--- src/rtl/pe_adder_pkg.sv ---
// Shared definitions for the PE partial-product adder tree and accumulator.
//   - PE_MODE_PASS / PE_MODE_ACC: per-beat mode encoding on i_mode.
//   - tree_depth(): number of registered levels for a given input count.
//   - tree_off():   bit offset of a tree level inside the flattened level bus.
//   - sat_to_w():   signed saturation of a wide value to a narrower width.
package pe_adder_pkg;

    localparam logic PE_MODE_PASS = 1'b0;
    localparam logic PE_MODE_ACC  = 1'b1;

    // Widest value sat_to_w() can clamp. The accumulator's raw sum is
    // ACC_W + 2^SHIFT_W + 1 bits wide and must fit in this.
    localparam int unsigned SAT_MAX_W = 128;

    typedef struct packed {
        logic                 sat;
        logic [SAT_MAX_W-1:0] val;
    } sat_res_t;

    function automatic int unsigned tree_depth(input int unsigned n);
        return $clog2(n);
    endfunction

    // Level 0 is the raw input vector; level j holds (n_in >> j) sums of in_w + j bits.
    function automatic int unsigned tree_off(input int unsigned n_in, input int unsigned in_w,
                                             input int unsigned lvl);
        int unsigned off;
        off = 0;
        for (int unsigned i = 0; i < lvl; i++) begin
            off += (n_in >> i) * (in_w + i);
        end
        return off;
    endfunction

    // Clamp a signed value into the signed range of w bits (w >= 2).
    function automatic sat_res_t sat_to_w(input logic signed [SAT_MAX_W-1:0] val,
                                          input int unsigned w);
        logic signed [SAT_MAX_W-1:0] max_v;
        logic signed [SAT_MAX_W-1:0] min_v;
        sat_res_t                    res;
        max_v   = (SAT_MAX_W'(1) <<< (w - 1)) - SAT_MAX_W'(1);
        min_v   = ~max_v;
        res.sat = 1'b0;
        res.val = val;
        if (val > max_v) begin
            res.sat = 1'b1;
            res.val = max_v;
        end else if (val < min_v) begin
            res.sat = 1'b1;
            res.val = min_v;
        end
        return res;
    endfunction

endpackage

--- src/rtl/pe_adder_tree_stage.sv ---
// One registered level of the partial-product adder tree.
// Pairs adjacent signed inputs and registers their sign-extended sums, one bit wider than
// the inputs so the level cannot overflow. The beat sideband is delayed alongside.
//   i_clk, i_rst            clock, synchronous active-high reset
//   i_sum / o_sum           N_IN packed inputs of IN_W bits / N_IN/2 sums of IN_W+1 bits
//   i_valid, i_mode, i_shift, i_first, i_last  sideband in; o_* same sideband, one cycle later
module pe_adder_tree_stage
    import pe_adder_pkg::*;
#(
    parameter int unsigned N_IN    = 2,
    parameter int unsigned IN_W    = 8,
    parameter int unsigned SHIFT_W = 4
) (
    input  logic                             i_clk,
    input  logic                             i_rst,
    input  logic                             i_valid,
    input  logic                             i_mode,
    input  logic [SHIFT_W-1:0]               i_shift,
    input  logic                             i_first,
    input  logic                             i_last,
    input  logic [N_IN*IN_W-1:0]             i_sum,
    output logic                             o_valid,
    output logic                             o_mode,
    output logic [SHIFT_W-1:0]               o_shift,
    output logic                             o_first,
    output logic                             o_last,
    output logic [(N_IN/2)*(IN_W+1)-1:0]     o_sum
);

    localparam int unsigned N_OUT = N_IN / 2;
    localparam int unsigned OUT_W = IN_W + 1;

    logic [N_OUT*OUT_W-1:0] sum_d, sum_q;
    logic                   valid_d, valid_q;
    logic                   mode_d, mode_q;
    logic [SHIFT_W-1:0]     shift_d, shift_q;
    logic                   first_d, first_q;
    logic                   last_d, last_q;
    logic [IN_W-1:0]        op_a, op_b;

    always_comb begin
        sum_d = '0;
        op_a  = '0;
        op_b  = '0;
        for (int unsigned k = 0; k < N_OUT; k++) begin
            op_a = i_sum[(2*k)*IN_W +: IN_W];
            op_b = i_sum[(2*k+1)*IN_W +: IN_W];
            sum_d[k*OUT_W +: OUT_W] = {op_a[IN_W-1], op_a} + {op_b[IN_W-1], op_b};
        end
        valid_d = i_valid;
        mode_d  = i_mode;
        shift_d = i_shift;
        first_d = i_first;
        last_d  = i_last;
    end

    always_ff @(posedge i_clk) begin
        if (i_rst) begin
            sum_q   <= '0;
            valid_q <= 1'b0;
            mode_q  <= 1'b0;
            shift_q <= '0;
            first_q <= 1'b0;
            last_q  <= 1'b0;
        end else begin
            sum_q   <= sum_d;
            valid_q <= valid_d;
            mode_q  <= mode_d;
            shift_q <= shift_d;
            first_q <= first_d;
            last_q  <= last_d;
        end
    end

    assign o_sum   = sum_q;
    assign o_valid = valid_q;
    assign o_mode  = mode_q;
    assign o_shift = shift_q;
    assign o_first = first_q;
    assign o_last  = last_q;

endmodule

--- src/rtl/pe_adder_tree_acc.sv ---
// PE partial-product adder: pipelined binary adder tree followed by a shift-accumulate stage.
// Each beat's tree sum is shifted left by i_shift; PASS beats emit the saturated result
// directly, ACC beats build up a group that is emitted on its last beat.
//   i_clk, i_rst   clock, synchronous active-high reset
//   i_valid        beat present; i_prod holds N_IN packed signed products of IN_W bits
//   i_mode         PE_MODE_PASS / PE_MODE_ACC
//   i_shift        left shift for this beat's tree sum
//   i_first/i_last ACC group delimiters
//   o_valid        single-cycle result strobe; o_sum / o_sat hold between strobes
// Latency is tree_depth(N_IN) + 1 cycles; one beat per cycle, no backpressure.
// ACC_W + 2^SHIFT_W + 1 must not exceed SAT_MAX_W.
module pe_adder_tree_acc
    import pe_adder_pkg::*;
#(
    parameter int unsigned N_IN    = 16,
    parameter int unsigned IN_W    = 21,
    parameter int unsigned ACC_W   = 32,
    parameter int unsigned SHIFT_W = 4
) (
    input  logic                    i_clk,
    input  logic                    i_rst,
    input  logic                    i_valid,
    input  logic [N_IN*IN_W-1:0]    i_prod,
    input  logic                    i_mode,
    input  logic [SHIFT_W-1:0]      i_shift,
    input  logic                    i_first,
    input  logic                    i_last,
    output logic                    o_valid,
    output logic [ACC_W-1:0]        o_sum,
    output logic                    o_sat
);

    localparam int unsigned L     = tree_depth(N_IN);
    localparam int unsigned SUM_W = IN_W + L;
    localparam int unsigned T_W   = ACC_W + (1 << SHIFT_W);
    localparam int unsigned R_W   = T_W + 1;
    localparam int unsigned BUS_W = tree_off(N_IN, IN_W, L + 1);
    localparam int unsigned OFF_L = tree_off(N_IN, IN_W, L);

    // All tree levels flattened into one bus; level 0 is the raw input.
    logic [BUS_W-1:0]           tree_bus;
    logic [L:0]                 sb_valid, sb_mode, sb_first, sb_last;
    logic [(L+1)*SHIFT_W-1:0]   sb_shift;

    assign tree_bus[N_IN*IN_W-1:0]  = i_prod;
    assign sb_valid[0]              = i_valid;
    assign sb_mode[0]               = i_mode;
    assign sb_first[0]              = i_first;
    assign sb_last[0]               = i_last;
    assign sb_shift[SHIFT_W-1:0]    = i_shift;

    for (genvar j = 1; j <= L; j++) begin : g_lvl
        localparam int unsigned NJ      = N_IN >> (j - 1);
        localparam int unsigned WJ      = IN_W + j - 1;
        localparam int unsigned OFF_IN  = tree_off(N_IN, IN_W, j - 1);
        localparam int unsigned OFF_OUT = tree_off(N_IN, IN_W, j);

        pe_adder_tree_stage #(
            .N_IN    (NJ),
            .IN_W    (WJ),
            .SHIFT_W (SHIFT_W)
        ) u_stage (
            .i_clk   (i_clk),
            .i_rst   (i_rst),
            .i_valid (sb_valid[j-1]),
            .i_mode  (sb_mode[j-1]),
            .i_shift (sb_shift[(j-1)*SHIFT_W +: SHIFT_W]),
            .i_first (sb_first[j-1]),
            .i_last  (sb_last[j-1]),
            .i_sum   (tree_bus[OFF_IN +: NJ*WJ]),
            .o_valid (sb_valid[j]),
            .o_mode  (sb_mode[j]),
            .o_shift (sb_shift[j*SHIFT_W +: SHIFT_W]),
            .o_first (sb_first[j]),
            .o_last  (sb_last[j]),
            .o_sum   (tree_bus[OFF_OUT +: (NJ/2)*(WJ+1)])
        );
    end

    logic signed [SUM_W-1:0]    tree_sum;
    logic signed [T_W-1:0]      shifted;
    logic signed [ACC_W-1:0]    base;
    logic signed [R_W-1:0]      r_full;
    sat_res_t                   res;
    logic                       is_acc, cont, grp_sat_nx;

    logic signed [ACC_W-1:0]    acc_d, acc_q;
    logic                       open_d, open_q;
    logic                       grp_sat_d, grp_sat_q;
    logic                       out_valid_d, out_valid_q;
    logic [ACC_W-1:0]           out_sum_d, out_sum_q;
    logic                       out_sat_d, out_sat_q;

    assign tree_sum = tree_bus[OFF_L +: SUM_W];

    // Clamped result always fits in ACC_W; the upper bits only feed this reduction.
    logic unused_sat_hi;
    assign unused_sat_hi = ^res.val[SAT_MAX_W-1:ACC_W];

    always_comb begin
        is_acc  = (sb_mode[L] == PE_MODE_ACC);
        // An ACC beat without first on a closed group also starts a fresh group.
        cont    = is_acc && !sb_first[L] && open_q;
        shifted = T_W'(tree_sum) <<< sb_shift[L*SHIFT_W +: SHIFT_W];
        base    = cont ? acc_q : '0;
        r_full  = R_W'(base) + R_W'(shifted);
        res     = sat_to_w(SAT_MAX_W'(r_full), ACC_W);
        grp_sat_nx = (cont ? grp_sat_q : 1'b0) | res.sat;

        acc_d       = acc_q;
        open_d      = open_q;
        grp_sat_d   = grp_sat_q;
        out_valid_d = 1'b0;
        out_sum_d   = out_sum_q;
        out_sat_d   = out_sat_q;

        if (sb_valid[L]) begin
            if (!is_acc) begin
                // PASS leaves any open group untouched.
                out_valid_d = 1'b1;
                out_sum_d   = res.val[ACC_W-1:0];
                out_sat_d   = res.sat;
            end else if (sb_last[L]) begin
                out_valid_d = 1'b1;
                out_sum_d   = res.val[ACC_W-1:0];
                out_sat_d   = grp_sat_nx;
                acc_d       = '0;
                open_d      = 1'b0;
                grp_sat_d   = 1'b0;
            end else begin
                acc_d       = res.val[ACC_W-1:0];
                open_d      = 1'b1;
                grp_sat_d   = grp_sat_nx;
            end
        end
    end

    always_ff @(posedge i_clk) begin
        if (i_rst) begin
            acc_q       <= '0;
            open_q      <= 1'b0;
            grp_sat_q   <= 1'b0;
            out_valid_q <= 1'b0;
            out_sum_q   <= '0;
            out_sat_q   <= 1'b0;
        end else begin
            acc_q       <= acc_d;
            open_q      <= open_d;
            grp_sat_q   <= grp_sat_d;
            out_valid_q <= out_valid_d;
            out_sum_q   <= out_sum_d;
            out_sat_q   <= out_sat_d;
        end
    end

    assign o_valid = out_valid_q;
    assign o_sum   = out_sum_q;
    assign o_sat   = out_sat_q;

endmodule

--- config.mk ---
export PLATFORM = sky130hd
export DESIGN_NAME = pe_adder_tree_acc
export DESIGN_NICKNAME = d
export VERILOG_FILES = /design/src/rtl/pe_adder_pkg.sv /design/src/rtl/pe_adder_tree_stage.sv /design/src/rtl/pe_adder_tree_acc.sv
export SDC_FILE = /design/constraint.sdc
export NUM_CORES = 1
export LEC_CHECK = 0
export ABC_AREA = 1
export BUFFER_PORTS_ARGS = -buffer_cell sky130_fd_sc_hd__buf_4
export CAP_MARGIN = 20
export CORE_ASPECT_RATIO = 0.5
export CORE_MARGIN = 5
export CORE_UTILIZATION = 60
export CTS_CLUSTER_SIZE = 25
export DETAILED_ROUTE_END_ITERATION = 8
export PLACE_DENSITY_LB_ADDON = 0.15
export RECOVER_POWER = 50
export REMOVE_ABC_BUFFERS = 1
export SLEW_MARGIN = 10
export SYNTH_ARGS = -nofsm -noshare
export SYNTH_HDL_FRONTEND = slang
export SYNTH_SLANG_ARGS = --single-unit
--- constraint.sdc ---
create_clock -name i_clk -period 6.3 [get_ports i_clk]
set_input_delay 0 -clock i_clk [delete_from_list [all_inputs] [get_ports i_clk]]
set_output_delay 0 -clock i_clk [all_outputs]
set_load 0.02 [all_outputs]
**Yosys cells after proc, flatten, opt, wreduce, memory -nomap -nowiden**

Cells that the tools add are included.
Widths: inputs -> output; s select.

- Shifts and indexed selects: 1
- Eq/ne operators: 1
- $lt $le $gt $ge: 2
- Reduce and logical (&&, ||, !) cells: 6
- Muxes and demuxes: 13
- Bitwise operators: 2
- $add $sub $neg: 16

Operators with widths:

| cell | number |
|---|---|
| $mux 129 | 2 |
| $add 21x21->22 | 8 |
| $mux 32 | 4 |
| $add 22x22->23 | 4 |
| $add 32x48->49 | 1 |
| $gt 49x32->1 const B | 1 |
| $lt 49x32->1 const B | 1 |
| $add 23x23->24 | 2 |
| $sshl 25x4->48 | 1 |
| $add 24x24->25 | 1 |
| $mux 1 | 7 |
| $reduce_and 2->1 | 2 |
| $logic_and 1x1->1 | 2 |
| $ne 2x2->1 const B | 1 |
| $reduce_or 2->1 | 1 |
| $logic_not 1->1 | 1 |
| $not 1->1 | 1 |
| $or 1x1->1 | 1 |

- Output and inout bits: 34
- Input bits: 346
- Logic and storage cells: 71
- Bits in registers: 441

**Depth between registers and ports, before layout**

- Word-level depth: 11
- Mapped depth: 33
- Depth with buffers taken out: 30

**Hierarchy**

From an unflattened synthesis, not the netlist that was laid out.

- Cells, all modules: 6,747
- Area, all modules: 39,112.5 µm²

By module, submodules not included:

| module | area each (µm²) | cells each | sequential area each (µm²) | times used |
|---|---|---|---|---|
| pe_adder_tree_stage at g_lvl[1].u_stage | 15,494.9 | 2,625 | 3,683.5 | 1 |
| pe_adder_tree_stage at g_lvl[2].u_stage | 8,569.5 | 1,491 | 2,001.9 | 1 |
| pe_adder_tree_acc | 7,896.3 | 1,419 | 1,361.3 | 1 |
| pe_adder_tree_stage at g_lvl[3].u_stage | 4,524.3 | 768 | 1,121.1 | 1 |
| pe_adder_tree_stage at g_lvl[4].u_stage | 2,627.5 | 444 | 660.6 | 1 |

**Least setup slack after synthesis**

Ideal clock, no wire load.

- Kind: reg-to-reg
- From: register g_lvl[4].u_stage.shift_q[1]
- To: register out_sum_q[1] (netlist: o_sum[1])
- Data arrival time: 3,396 ps
- Stages on the path, launching flop included: 30
- Setup slack: 2,791 ps
- Path buffers: 4
- Setup time: 113 ps
- Clock period less this slack: 3,509 ps
- Data required time: 6,187 ps
- Cell sequence: dfxtp_1 > clkbuf_1 > inv_1 > clkbuf_1 > buf_1 > nand2_1 > nor2_1 > inv_1 > nor2_1 > inv_1 > fa_1 > inv_1 > nand3_1 > nand3_1 > nand2_1 > nand2_2 > nand2_1 > nand3_2 > nand2_2 > nand2_2 > nand2_1 > nand2_1 > nand2_1 > nor2_1 > nand3_1 > nand2_2 > buf_6 > nand2_1 > o21ai_1 > inv_1

- Cells in the longest elaborated chain, start to end: 7
- Elaborated cells between the ends (all ways): 8
- Those cells by class: add/sub (1); order compare (2); shift (1); mux (4)

Ends and longest elaborated chain:

| item | line | source |
|---|---|---|
| start, declared | pe_adder_tree_stage.sv:36 | `logic [SHIFT_W-1:0] shift_d, shift_q;` |
| start signal, assigned | pe_adder_tree_stage.sv:69 | `shift_q <= shift_d;` |
| $sshl 25x4->48 * | pe_adder_tree_acc.sv:104 | `shifted = T_W'(tree_sum) <<< sb_shift[L*SHIFT_W +: SHIFT_W];` |
| $add 32x48->49 * | pe_adder_tree_acc.sv:106 | `r_full = R_W'(base) + R_W'(shifted);` |
| $lt 49x32->1 | pe_adder_pkg.sv:48 | `end else if (val < min_v) begin` |
| $mux 129 | pe_adder_pkg.sv:48 |  |
| $mux 129 * | pe_adder_pkg.sv:45 | `if (val > max_v) begin` |
| $mux 32 | pe_adder_tree_acc.sv:123 | `end else if (sb_last[L]) begin` |
| $mux 32 * | pe_adder_tree_acc.sv:118 | `if (!is_acc) begin` |
| end signal, assigned | pe_adder_tree_acc.sv:151 | `out_sum_q <= out_sum_d;` |
| end, declared | pe_adder_tree_acc.sv:91 | `logic [ACC_W-1:0] out_sum_d, out_sum_q;` |

Mark *: on every way between the ends. The rest lies on a longest branch, timed or not. The select of a mux whose other input is x is not followed.
A chain may end at the register's enable or synchronous reset.

==> impl_metrics.py <==
metrics = {
    "outcome": {
        "outcome": "complete, but fails checks",
        "violations": "max-capacitance violations, max-slew violations",
    },
    "global_route": {
        "grtUsageTotal": 0.398,
        "use_met3": 0.0986,
        "grt_pass1_vias": 36215,
        "grt_busiest_layer": "met2",
        "antenna_found_initial": 2,
        "grt_pass1_wl_um": 182000,
        "grt_overflow": 0,
        "grt_max_degree": 78,
        "use_met2": 0.638,
        "use_met1": 0.487,
    },
    "setup_path": {
        "r2r-end": "grp_sat_q$_SDFFE_PP0P_",
        "critPathLaunchType": "primary input",
        "crit_start": "i_rst",
        "rr_worst_depth": 22,
        "path_class": "in2reg",
        "worstPathArrival_ns": 6.31,
        "end_kind": "register",
        "reg2reg_setup_slack_ns": 0.93,
        "r2r_start": "g_lvl[4].u_stage.o_shift[1]$_SDFF_PP0_",
        "critical_path.max_fanout": 73,
        "required_ns": 6.79,
        "endpoint": "g_lvl[1].u_stage.o_sum[25]$_SDFF_PP0_",
    },
    "clock_network": {
        "cts_root_buf": "clkbuf_16",
        "clockBufferDepth": 3,
        "path_clk_slew_ns": 0.07,
        "cts_tree": "done",
        "ctsResizeCount": 0,
        "worstSkewPairLatency_ns": 0.58,
        "cts_buffers": 40,
        "numClockSinks": 441,
        "postCtsSetupRepairBufs": 0,
        "htreeDepth": 2,
    },
    "synth": {
        "muxShareOfSynthArea": 0.00130,
        "synthSimpleGateAreaFrac": 0.215,
        "yosysWarnings": 0,
        "synth_compound_area_frac": 0.242,
        "synth_top_family_by_area": "compound AO/OA/AOI/OAI gates",
        "avgSynthCellArea_um2": 6.88,
        "synth_seq_cells": 441,
        "synth_top_cell_area_share": 0.287,
        "ys_types": 52,
        "synth_enable_flop_cells": 0,
        "netlist_area_um2": 30700,
        "synth_seq_area_share": 0.287,
        "syn_inst": 4463,
        "yosys-top-cells-area": "dfxtp_1 (29%), ha_1 (15%), a21oi_1 (11%)",
        "synth_xor_area_frac": 0.0125,
        "synth_ff_type": "dfxtp_1",
        "synthTopCellsByCount": "nand2_1 (840), a21oi_1 (658), inv_1 (544)",
        "synth_area_leader_cell": "dfxtp_1",
        "async_flop_share": 0,
        "yosys.area_share.adder": 0.160,
        "synth.most_common_cell": "nand2_1",
    },
    "layout": {
        "finalNetCount": 5974,
        "syn2layout_area_growth_pct": 29.4,
        "design_area_um2": 39700,
        "layoutNonFillerInstCount": 5968,
        "drive_above_1_share": 0.108,
    },
    "place": {
        "gp_congestion": 0.980,
        "postPlaceCellArea_um2": 34100,
        "dp_cells": 5456,
        "port-buffer-count": 379,
        "dp_hpwl_um": 71300,
        "dp_slack_ns": 1.29,
    },
    "sta": {
        "timing.fmax_mhz": 172,
        "holdWs_ns": 0.0473,
        "min_period_ns": 5.82,
        "skew_ns": 0.0254,
        "hold_viol_final": 0,
        "worst_pin_slew_ns": 3.84,
        "setup_viol": 0,
        "maxSlewViolCount": 344,
        "timing.final.crit_share": 0.923,
        "tns_ns": 0,
        "rsz0062_at_grt": "false",
        "slew_headroom": -1.56,
        "worst_slack_ns": 0.483,
    },
    "floorplan": {
        "row_count": 58,
        "core_um2": 50400,
        "fp.dieH_um": 170,
        "die_x_um": 330,
        "die_area_um2": 56100,
        "initial_utilization": 0.609,
        "io-pin-count": 380,
    },
    "power_and_ir_drop": {
        "switchingPower_uw": 3690,
        "peakVddDrop_mv": 0.205,
        "leakage_uw": 0.0193,
        "pwr-share-comb": 0.389,
        "switching_share": 0.380,
        "clkPwrFrac": 0.265,
        "power_density_nw_per_um2": 244,
        "internal-power_uw": 6020,
        "power_frac_seq": 0.347,
    },
    "drt": {
        "ant_nets": 0,
        "routed_wl_um": 116000,
        "routed_via_density": 6.13,
        "dr.pass1.iters": 8,
        "vias": 36589,
        "drc": 0,
        "routedWlPerCell_um": 19.4,
        "drtIter0Drc": 4565,
    },
    "job": {
        "drv_cap": 5,
    },
    "worst_hold_path": {
        "min_path_type": "in2reg",
    },
}
layer usage:
| layer | wire [um] | vias up |
|---|---|---|
| li1 | - | 16592 |
| met1 | 45200 | 16434 |
| met2 | 50100 | 2661 |
| met3 | 12300 | 900 |
| met4 | 8390 | 2 |
| met5 | 15 | - |
worst max-delay path, cell delays in order:
cell	delay, ns
dlygate4sd3_1	0.55
clkbuf_8	0.34
clkinvlp_2	1.49
clkbuf_1	2.31
o21ai_0	0.49
a21oi_1	0.36
dlygate4sd3_1	0.61
power groups by stage:
stage	clock (uW)	combinational, uW	sequential, uW
floorplan	0	2230	3320
global placement	0	3040	3400
detailed placement	0	3110	3410
CTS	2550	3480	3350
global route	2680	4110	3390
finish	2570	3780	3370
per-stage QoR:
| stage | power (uW) | utilization |
|---|---|---|
| global route | 10200 | 0.788 |
| finish | 9710 | 0.788 |
| floorplan | 5550 | - |
| CTS | 9380 | 0.790 |
| detailed placement | 6510 | 0.677 |
| global placement | 6440 | 0.677 |
state kept, by name (all words and copies together), names as in the netlist:
signal	count
o_sat	1
o_sum	32
g_lvl.u_stage.o_valid	4
g_lvl.u_stage.o_last	4
g_lvl.u_stage.o_shift	16
o_valid	1
open_q	1
grp_sat_q	1
g_lvl.u_stage.o_sum	341
acc_q	32
g_lvl.u_stage.o_mode	4
g_lvl.u_stage.o_first	4
cell type report:
class,count,area (um^2)
multi-input cells,3372,19400
fillers,3356,10700
flip-flops and latches,441,8830
repair buffers,833,7230
inverters,558,2100
clock buffers,54,1170
well taps,690,863
clock inverters,17,173
diodes,3,7.51
cell families after synthesis:
kind of cell               after synthesis
buffers and inverters                  650
muxes                                    4
and+or+nand+nor                       1584
DFF                                    441
AOI/OAI and AO/OA                     1358
xor gates and xnor gates                44
adders and majority gates              382
worst min path at each step:
stage	slack, ns	endpoint	from	depth (start not counted)
after detailed placement	0.21	g_lvl[1].u_stage.o_shift[1]$_SDFF_PP0_	i_shift[1]	3
after global placement	0.20	g_lvl[1].u_stage.o_shift[0]$_SDFF_PP0_	i_shift[0]	3
after floorplan	0.06	acc_q[10]$_SDFFE_PP0P_	i_rst	1
after global routing	0.04	g_lvl[1].u_stage.o_sum[2]$_SDFF_PP0_	i_prod[1]	4
final	0.05	g_lvl[1].u_stage.o_sum[2]$_SDFF_PP0_	i_prod[1]	4
after CTS	0.001	g_lvl[1].u_stage.o_sum[100]$_SDFF_PP0_	i_prod[179]	7
layout by cell type (no fill, tap or decap), drive strengths merged, types with 4 or more instances in the layout:
master / n
a211oi: 4
a21boi: 13
a21o: 15
a21oi: 687
a31oi: 24
buf: 349
clkbuf: 101
clkinv: 12
dfxtp: 441
dlygate4sd3: 437
fa: 16
ha: 366
inv: 558
mux2i: 4
nand2: 919
nand3: 160
nand3b: 5
nand4: 20
nor2: 418
nor3: 36
nor3b: 4
nor4: 21
o211ai: 21
o21a: 90
o21ai: 460
o21bai: 22
o221ai: 5
o31ai: 7
xnor2: 5
xor2: 39
what timing repair did:
item / 4_1_cts / 5_1_grt
setup endpoints to repair: 0 / 0
hold endpoints to repair: 193 / 0
hold buffers: 437 / 0
No activity file was read; power rests on OpenSTA's default activity.
